<file path="src/rtl/bcd_timer_ud.sv">
// Two-field BCD up/down timer (hi:lo) with run/pause FSM, load, manual adjust,
// wrap/overflow and countdown-complete detection. Advances on an external tick.
module bcd_timer_ud #(
    parameter int LO_MOD = 60,
    parameter int HI_MOD = 60
) (
    input  logic        clk,
    input  logic        reset_p,
    input  logic        tick,
    input  logic        mode_down,
    input  logic        start_stop,
    input  logic        clear,
    input  logic        load,
    input  logic [15:0] set_bcd,
    input  logic        adj_inc,
    input  logic        adj_dec,
    input  logic        adj_sel,
    output logic [15:0] bcd,
    output logic        running,
    output logic        ovf_pulse,
    output logic        done_pulse,
    output logic        alarm
);

    typedef enum logic [1:0] {S_IDLE, S_RUN, S_PAUSE, S_DONE} state_t;

    localparam logic [7:0] LO_MAX = {4'((LO_MOD - 1) / 10), 4'((LO_MOD - 1) % 10)};
    localparam logic [7:0] HI_MAX = {4'((HI_MOD - 1) / 10), 4'((HI_MOD - 1) % 10)};

    state_t     state_q, state_d;
    logic [7:0] lo_q, lo_d, hi_q, hi_d;
    logic       ovf_d, done_d;
    logic       is_zero, can_adjust;

    function automatic logic [7:0] fld_inc(input logic [7:0] v, input logic [7:0] max_v);
        logic [7:0] r;
        if (v == max_v)            r = 8'h00;
        else if (v[3:0] == 4'd9)   r = {v[7:4] + 4'd1, 4'd0};
        else                       r = {v[7:4], v[3:0] + 4'd1};
        return r;
    endfunction

    function automatic logic [7:0] fld_dec(input logic [7:0] v, input logic [7:0] max_v);
        logic [7:0] r;
        if (v == 8'h00)            r = max_v;
        else if (v[3:0] == 4'd0)   r = {v[7:4] - 4'd1, 4'd9};
        else                       r = {v[7:4], v[3:0] - 4'd1};
        return r;
    endfunction

    // With both digits legal, BCD bytes order like their decimal values,
    // so "field >= modulus" reduces to "field > max".
    function automatic logic [7:0] fld_legal(input logic [7:0] v, input logic [7:0] max_v);
        logic [7:0] r;
        if (v[7:4] > 4'd9 || v[3:0] > 4'd9 || v > max_v) r = max_v;
        else                                            r = v;
        return r;
    endfunction

    assign is_zero    = (hi_q == 8'h00) && (lo_q == 8'h00);
    assign can_adjust = (state_q == S_IDLE) || (state_q == S_PAUSE);

    // NOTE: every always_comb output gets a default first, so no path can infer a latch.
    always_comb begin
        state_d = state_q;
        lo_d    = lo_q;
        hi_d    = hi_q;
        ovf_d   = 1'b0;
        done_d  = 1'b0;

        if (clear) begin
            lo_d    = 8'h00;
            hi_d    = 8'h00;
            state_d = S_IDLE;
        end else if (load) begin
            if (state_q != S_RUN) begin
                lo_d = fld_legal(set_bcd[7:0], LO_MAX);
                hi_d = fld_legal(set_bcd[15:8], HI_MAX);
                if (state_q == S_DONE) state_d = S_IDLE;
            end
        end else if (start_stop) begin
            case (state_q)
                S_IDLE, S_PAUSE: if (!(mode_down && is_zero)) state_d = S_RUN;
                S_RUN:           state_d = S_PAUSE;
                default:         state_d = S_IDLE;
            endcase
        end else if ((adj_inc ^ adj_dec) && can_adjust) begin
            if (adj_sel) hi_d = adj_inc ? fld_inc(hi_q, HI_MAX) : fld_dec(hi_q, HI_MAX);
            else         lo_d = adj_inc ? fld_inc(lo_q, LO_MAX) : fld_dec(lo_q, LO_MAX);
        end else if (tick && state_q == S_RUN) begin
            if (mode_down) begin
                // A down tick at 00:00 holds the value and completes rather than wrapping.
                if (!is_zero) begin
                    if (lo_q == 8'h00) begin
                        lo_d = LO_MAX;
                        hi_d = fld_dec(hi_q, HI_MAX);
                    end else begin
                        lo_d = fld_dec(lo_q, LO_MAX);
                    end
                end
                if (hi_d == 8'h00 && lo_d == 8'h00) begin
                    state_d = S_DONE;
                    done_d  = 1'b1;
                end
            end else begin
                lo_d = fld_inc(lo_q, LO_MAX);
                if (lo_q == LO_MAX) begin
                    hi_d  = fld_inc(hi_q, HI_MAX);
                    ovf_d = (hi_q == HI_MAX);
                end
            end
        end
    end

    // NOTE: sequential state uses non-blocking assignments only.
    always_ff @(posedge clk or posedge reset_p) begin
        if (reset_p) begin
            state_q    <= S_IDLE;
            lo_q       <= 8'h00;
            hi_q       <= 8'h00;
            running    <= 1'b0;
            ovf_pulse  <= 1'b0;
            done_pulse <= 1'b0;
            alarm      <= 1'b0;
        end else begin
            state_q    <= state_d;
            lo_q       <= lo_d;
            hi_q       <= hi_d;
            running    <= (state_d == S_RUN);
            ovf_pulse  <= ovf_d;
            done_pulse <= done_d;
            // Alarm follows DONE one cycle late and drops in the same cycle DONE exits.
            alarm      <= (state_q == S_DONE) && (state_d == S_DONE);
        end
    end

    assign bcd = {hi_q, lo_q};

endmodule

</file>
<file path="config.mk">
export PLATFORM = sky130hd
export DESIGN_NAME = bcd_timer_ud
export DESIGN_NICKNAME = d
export VERILOG_FILES = /design/src/rtl/bcd_timer_ud.sv
export SDC_FILE = /design/constraint.sdc
export NUM_CORES = 1
export LEC_CHECK = 0
export BUFFER_PORTS_ARGS = -buffer_cell sky130_fd_sc_hd__buf_2
export CAP_MARGIN = 20
export CORE_ASPECT_RATIO = 1.1
export CORE_MARGIN = 5
export CORE_UTILIZATION = 40
export CTS_CLUSTER_SIZE = 8
export DETAILED_ROUTE_END_ITERATION = 16
export PLACE_DENSITY = 0.69
export SLEW_MARGIN = 10
export SYNTH_ARGS = -nofsm -noshare
export SYNTH_HDL_FRONTEND = slang
export SYNTH_SLANG_ARGS = --single-unit
</file>
<file path="constraint.sdc">
create_clock -name clk -period 4.1 [get_ports clk]
set_input_delay 0.615 -clock clk [delete_from_list [all_inputs] [get_ports clk]]
set_output_delay 0.615 -clock clk [all_outputs]
set_load 0.02 [all_outputs]
</file>
==> run_results.csv, run 1 <==
group,metric,value,unit
floorplanning,die_h,95.3,um
flow_run,drv_cap,0,
global_route,grt_pass1_wl,12700,um
place,place_congestion,0.904,
clock_tree,numCtsBuffers,3,
global_route,grt_antenna_before_repair,0,
timing,grt_setup_unrepaired,"no",
timing,hold_ws,0.520,ns
place,dp.final_hpwl,5730,um
cells_and_area,fin_nets,405,
synth,synth.yosys.seq_area_share,20.8,%
clock_tree,cts_tree,"built",
clock_tree,insertion_delay,0.28,ns
timing,fin_crit_sh,75.5,%
cells_and_area,area_growth_syn_to_layout,8.61,%
setup_path,cp_num_buf_inv,1,
routing,num_vias,2761,
setup_path,slowest_stage,"or3b_1",
routing,drt_iter0_drc,258,
worst_hold_path,holdCritPathClass,"in -> async",
synth,syn_nets,381,
setup_path,crit_family,"simple AND/OR/NAND/NOR gates",
setup_path,rrSetupSlack,1.01,ns
setup_path,critPathCaptureType,"register",
synth,syn_area,2650,sq um
cells_and_area,diodes,0,
synth,synth_area_per_cell,7.76,sq um
floorplanning,die_area,8340,sq um
routing,drtPass1Iterations,5,
place,place_area,2820,sq um
setup_path,cp_data_arrival_time,3.29,ns
floorplanning,coreArea,6520,sq um
routing,vias_per_cell,6.19,
floorplanning,initial_core_util,40.6,%
cells_and_area,drive_above_1_share,17.6,%
global_route,grt_max_degree,33,
setup_path,critical_path_cell_count,8,
timing,max_freq,0.323,GHz
setup_path,crit_chain,"inv_1 -> ha_1 -> or3b_1 -> nor4_4 -> o21ai_1 -> a21o_1 -> or4_4 -> a211oi_2",
setup_path,r2r-start,"hi_q[0]$_DFFE_PP0P_",
timing,maxSlewHeadroom,39.1,%
synth,synth_edf_count,0,
timing,finalMaxSlewViolations,0,
power_and_ir_drop,power_density,356,nW/um^2
floorplanning,ios,46,
setup_path,worstSetupPathType,"reg -> reg",
synth,synth.distinct_cells,70,
synth,synth_cells,341,
setup_path,timing.rr.end,"state_q[1]$_DFF_PP0_",
synth,ys_top_cells_by_area,"dfrtp_1 21%, ha_1 6.6%, nand2_1 5.4%",
clock_tree,htreeDepth,1,
routing,ant_nets,0,
timing,timing.final.ws_setup,1.01,ns
clock_tree,clockBufferDepth,2,
power_and_ir_drop,ir_drop,0.000147,V
global_route,grt_overflow,0,
setup_path,cp.required,4.30,ns
status,outcome,"completed",
clock_tree,clockRootBuffer,"clkbuf_8",
global_route,grt_pass1_vias,2656,
timing,fin_crit,3.09,ns
power_and_ir_drop,total_power,1.02,mW
setup_path,max_stage_delay,0.55,ns
synth,ys_async_sr_fraction,100,%
synth,synth_top_area_share,20.8,%
cells_and_area,fin_area,2870,sq um
setup_path,ff2ff_path_depth,8,
synth,netlist_top_cells_count,"38 x nand2_1, 27 x nor2_1, 25 x o21ai_0",
setup_path,critPathLaunchType,"register",
place,io_buffers,45,
synth,yosys.area.top_type,"dfrtp_1",
routing,wl,7740,um
power_and_ir_drop,p_leak,1.19,nW
timing,finalSetupViolations,0,
floorplanning,rows,31,
place,dp_cells,442,
clock_tree,cts_hold_buffers,0,
timing,tightest_slew,0.913,ns
synth,synth_warnings,0,
timing,hold_violations,0,
clock_tree,clock_sinks,22,
routing,drc,0,
cells_and_area,utilization,44.1,%
setup_path,worst-path-max-fanout,11,
place,post-place-ws,1.04,ns
timing,fin_setup_tns,0,ns
clock_tree,path_clk_slew,0.09,ns
synth,synthFlopType,"dfrtp_1",
global_route,grt_util_all_layers,18.7,%
routing,wire_per_inst,17.4,um
synth,synth-seq-cells,22,
synth,synth_most_common_cell,"nand2_1",
clock_tree,cts_setup_buffers,0,
cells_and_area,instances_no_fill,446,
timing,fin_skew,0.00401,ns
floorplanning,dieWidth,87.5,um
clock_tree,cts_resized,0,
==> where the power goes <==
| part | total (mW) | switching, mW | internal [mW] | leakage [nW] |
|---|---|---|---|---|
| sequential | 0.312 | 0.0711 | 0.241 | 0.290 |
| combinational | 0.537 | 0.324 | 0.213 | 0.875 |
| clock | 0.172 | 0.0862 | 0.0862 | 0.0288 |
==> metal layers <==
layer  vias up  wire length, um  track usage [%]
li1       1323                -                -
met1      1320             3460             25.2
met2        99             3710             30.2
met3        19              355             2.25
met4         0              224             7.67
met5         -                0                0
==> flip-flops by register name, summed over array words and instances, names as in the netlist <==
register,count
hi_q,8
lo_q,8
state_q,2
alarm,1
done_pulse,1
ovf_pulse,1
running,1
==> cell type report <==
type | count | area, sq um
multi-input cells | 277 | 1870
flip-flops and latches | 22 | 551
inverters | 13 | 48.8
repair buffers | 48 | 248
clock buffers | 4 | 55.1
fillers | 696 | 3640
well taps | 82 | 103
==> worst max-delay path by stage <==
stage / startpoint / end
3_3_place_gp: hi_q[0]$_DFFE_PP0P_ / state_q[1]$_DFF_PP0_
3_5_place_dp: hi_q[0]$_DFFE_PP0P_ / state_q[1]$_DFF_PP0_
4_1_cts: hi_q[0]$_DFFE_PP0P_ / state_q[1]$_DFF_PP0_
6_report: hi_q[0]$_DFFE_PP0P_ / state_q[1]$_DFF_PP0_
2_1_floorplan: lo_q[0]$_DFFE_PP0P_ / state_q[1]$_DFF_PP0_
5_1_grt: hi_q[0]$_DFFE_PP0P_ / state_q[1]$_DFF_PP0_
==> cell families (layout without fill, tap and decap cells) <==
| kind of cell | Yosys count | after routing | share of synthesized area [%] |
|---|---|---|---|
| buffers and inverters | 42 | 65 | 8.56 |
| and+or+nand+nor | 132 | 132 | 27.8 |
| muxes | 5 | 5 | 1.89 |
| xor gates and xnor gates | 10 | 10 | 3.31 |
| AOI/OAI and AO/OA | 116 | 116 | 31.0 |
| DFF | 22 | 22 | 20.8 |
| adders and majority gates | 14 | 14 | 6.62 |
==> cells in the final DEF, fill, tap and decap left out, drive strengths merged, types with 3 or more instances in the layout <==
master   count
xor2         3
nand2       38
mux2i        5
nand3       11
o21ai       27
a22o         3
and3b        3
a2111oi      3
nor3         6
a32o         3
nor3b        7
dfrtp       22
nor2        27
nand2b       4
nand4        4
a31oi        6
xnor2        7
ha          14
or3b         4
o31ai        7
clkbuf       4
nor4         4
o41ai        8
a21o         4
o211ai       7
inv         13
buf         48
nor2b        4
a21oi       17
nand3b       7
a211oi       7
Power figures use the tool's default switching activity.
==> run 2: changes to the inputs <==
==> constraint.sdc (replaced) <==
create_clock -name clk -period 3.2 [get_ports clk]
set_input_delay 0.48 -clock clk [delete_from_list [all_inputs] [get_ports clk]]
set_output_delay 0.48 -clock clk [all_outputs]
set_load 0.02 [all_outputs]
==> run_results.csv, run 2 (synthesis results as in run 1) <==
group,metric,value,unit
routing,drtPass1Iterations,5,
clock_tree,cts_setup_buffers,0,
global_route,grt_overflow,0,
clock_tree,clockRootBuffer,"clkbuf_8",
clock_tree,insertion_delay,0.28,ns
flow_run,drv_cap,0,
place,io_buffers,45,
floorplanning,initial_core_util,40.6,%
cells_and_area,diodes,0,
routing,drt_iter0_drc,295,
clock_tree,cts_tree,"built",
timing,finalSetupViolations,0,
cells_and_area,most-common-layout-cells,"45 x buf_2, 38 x nand2_1, 27 x nor2_1, 25 x o21ai_0, 22 x dfrtp_1",
clock_tree,path_clk_slew,0.10,ns
global_route,grt_pass1_wl,13100,um
timing,max_freq,0.335,GHz
power_and_ir_drop,p_leak,1.27,nW
place,place_congestion,0.918,
clock_tree,clockBufferDepth,2,
clock_tree,cts_hold_buffers,0,
floorplanning,die_area,8340,sq um
setup_path,timing.rr.end,"state_q[1]$_DFF_PP0_",
routing,wl,8040,um
clock_tree,numCtsBuffers,3,
setup_path,rrSetupSlack,0.22,ns
floorplanning,ios,46,
setup_path,worstSetupPathType,"reg -> reg",
routing,num_vias,2894,
status,outcome,"completed",
timing,timing.final.ws_setup,0.217,ns
timing,hold_ws,0.394,ns
global_route,met1_usage,25.5,%
routing,vias_per_cell,6.31,
global_route,grt_antenna_before_repair,0,
place,dp.final_hpwl,6080,um
timing,fin_setup_tns,0,ns
setup_path,max_stage_delay,0.56,ns
clock_tree,htreeDepth,1,
power_and_ir_drop,ir_drop,0.000185,V
setup_path,r2r-start,"hi_q[1]$_DFFE_PP0P_",
global_route,grt_pass1_vias,2791,
timing,fin_skew,0.00536,ns
setup_path,ff2ff_path_depth,8,
setup_path,cp.required,3.40,ns
cells_and_area,fin_nets,418,
setup_path,slowest_stage,"or3b_1",
setup_path,critPathLaunchType,"register",
global_route,met2_usage,32.5,%
timing,hold_violations,0,
place,post-place-ws,0.244,ns
timing,finalMaxSlewViolations,0,
setup_path,cp_data_arrival_time,3.18,ns
global_route,grt_max_degree,23,
clock_tree,cts_resized,0,
global_route,grt_util_all_layers,19.5,%
worst_hold_path,holdCritPathClass,"in -> async",
timing,grt_setup_unrepaired,"no",
timing,fin_crit,2.98,ns
routing,drc,0,
floorplanning,dieWidth,87.5,um
floorplanning,rows,31,
routing,ant_nets,0,
global_route,use_met3,2.42,%
cells_and_area,reg.largest.list,"hi_q: 8 flops, lo_q: 8 flops, state_q: 2 flops",
routing,wire_per_inst,17.5,um
timing,maxSlewHeadroom,37.7,%
floorplanning,coreArea,6520,sq um
cells_and_area,area_growth_syn_to_layout,12.9,%
timing,tightest_slew,0.933,ns
cells_and_area,drive_above_1_share,20.4,%
setup_path,worst-path-max-fanout,9,
global_route,grt_busiest_layer,"met2",
floorplanning,die_h,95.3,um
timing,fin_crit_sh,93.2,%
setup_path,critPathCaptureType,"register",
cells_and_area,final_common_cell,"buf_2",
clock_tree,clock_sinks,22,
setup_path,crit_chain,"inv_1 -> ha_1 -> or3b_1 -> o41ai_2 -> o31ai_1 -> a21o_1 -> or4_4 -> a211oi_2",
power_and_ir_drop,power_density,474,nW/um^2
## run 2: cell types whose count changed in the layout (fill, tap and decap cells not counted), sizes merged
cell | before | now
buf | 48 | 61
clkbuf | 4 | 3
bufinv | 0 | 1
## run 2: worst max path at each step
stage	slack [ns]	end	from
after floorplan	0.25	state_q[1]$_DFF_PP0_	lo_q[0]$_DFFE_PP0P_
after global placement	0.37	state_q[1]$_DFF_PP0_	hi_q[1]$_DFFE_PP0P_
after detailed placement	0.24	state_q[1]$_DFF_PP0_	hi_q[1]$_DFFE_PP0P_
after CTS	0.24	state_q[1]$_DFF_PP0_	hi_q[1]$_DFFE_PP0P_
after global routing	0.08	state_q[1]$_DFF_PP0_	hi_q[1]$_DFFE_PP0P_
final	0.22	state_q[1]$_DFF_PP0_	hi_q[1]$_DFFE_PP0P_
## run 2: area by class of cell
type                    count  area [sq um]
flip-flops and latches     22           551
multi-input cells         277          1870
repair buffers             61           345
clock buffers               3          41.3
inverters                  13          48.8
fillers                   688          3530
clock inverters             1          30.0
well taps                  82           103
## run 2: report_power, final
part	internal, mW	total (mW)	switching, mW
logic	0.303	0.779	0.476
registers	0.309	0.359	0.0493
clock network	0.168	0.277	0.109
## run 2: per-stage QoR
stage	instance area (sq um)	util (%)	std cells	power, mW
3_5_place_dp	2920	44.7	455	1.13
3_3_place_gp	2920	44.7	455	1.12
2_1_floorplan	2650	-	341	0.934
6_report	2990	45.8	459	1.41
5_1_grt	2990	45.8	459	1.51
4_1_cts	2990	45.8	459	1.40
## run 2: worst max-delay path: cells and delay by family (launching register included)
family                   cells  cell delay, ns
flip-flops                   1            0.47
adder cells (fa/ha/maj)      1            0.24
buffers and inverters        1            0.13
AO/OA/AOI/OAI                4            0.95
AND/OR/NAND/NOR              2            1.11
## run 2: layer usage
layer	wire length (um)	up-vias
met3	564	23
met2	3880	144
met5	0	-
met4	225	0
met1	3380	1368
li1	-	1359
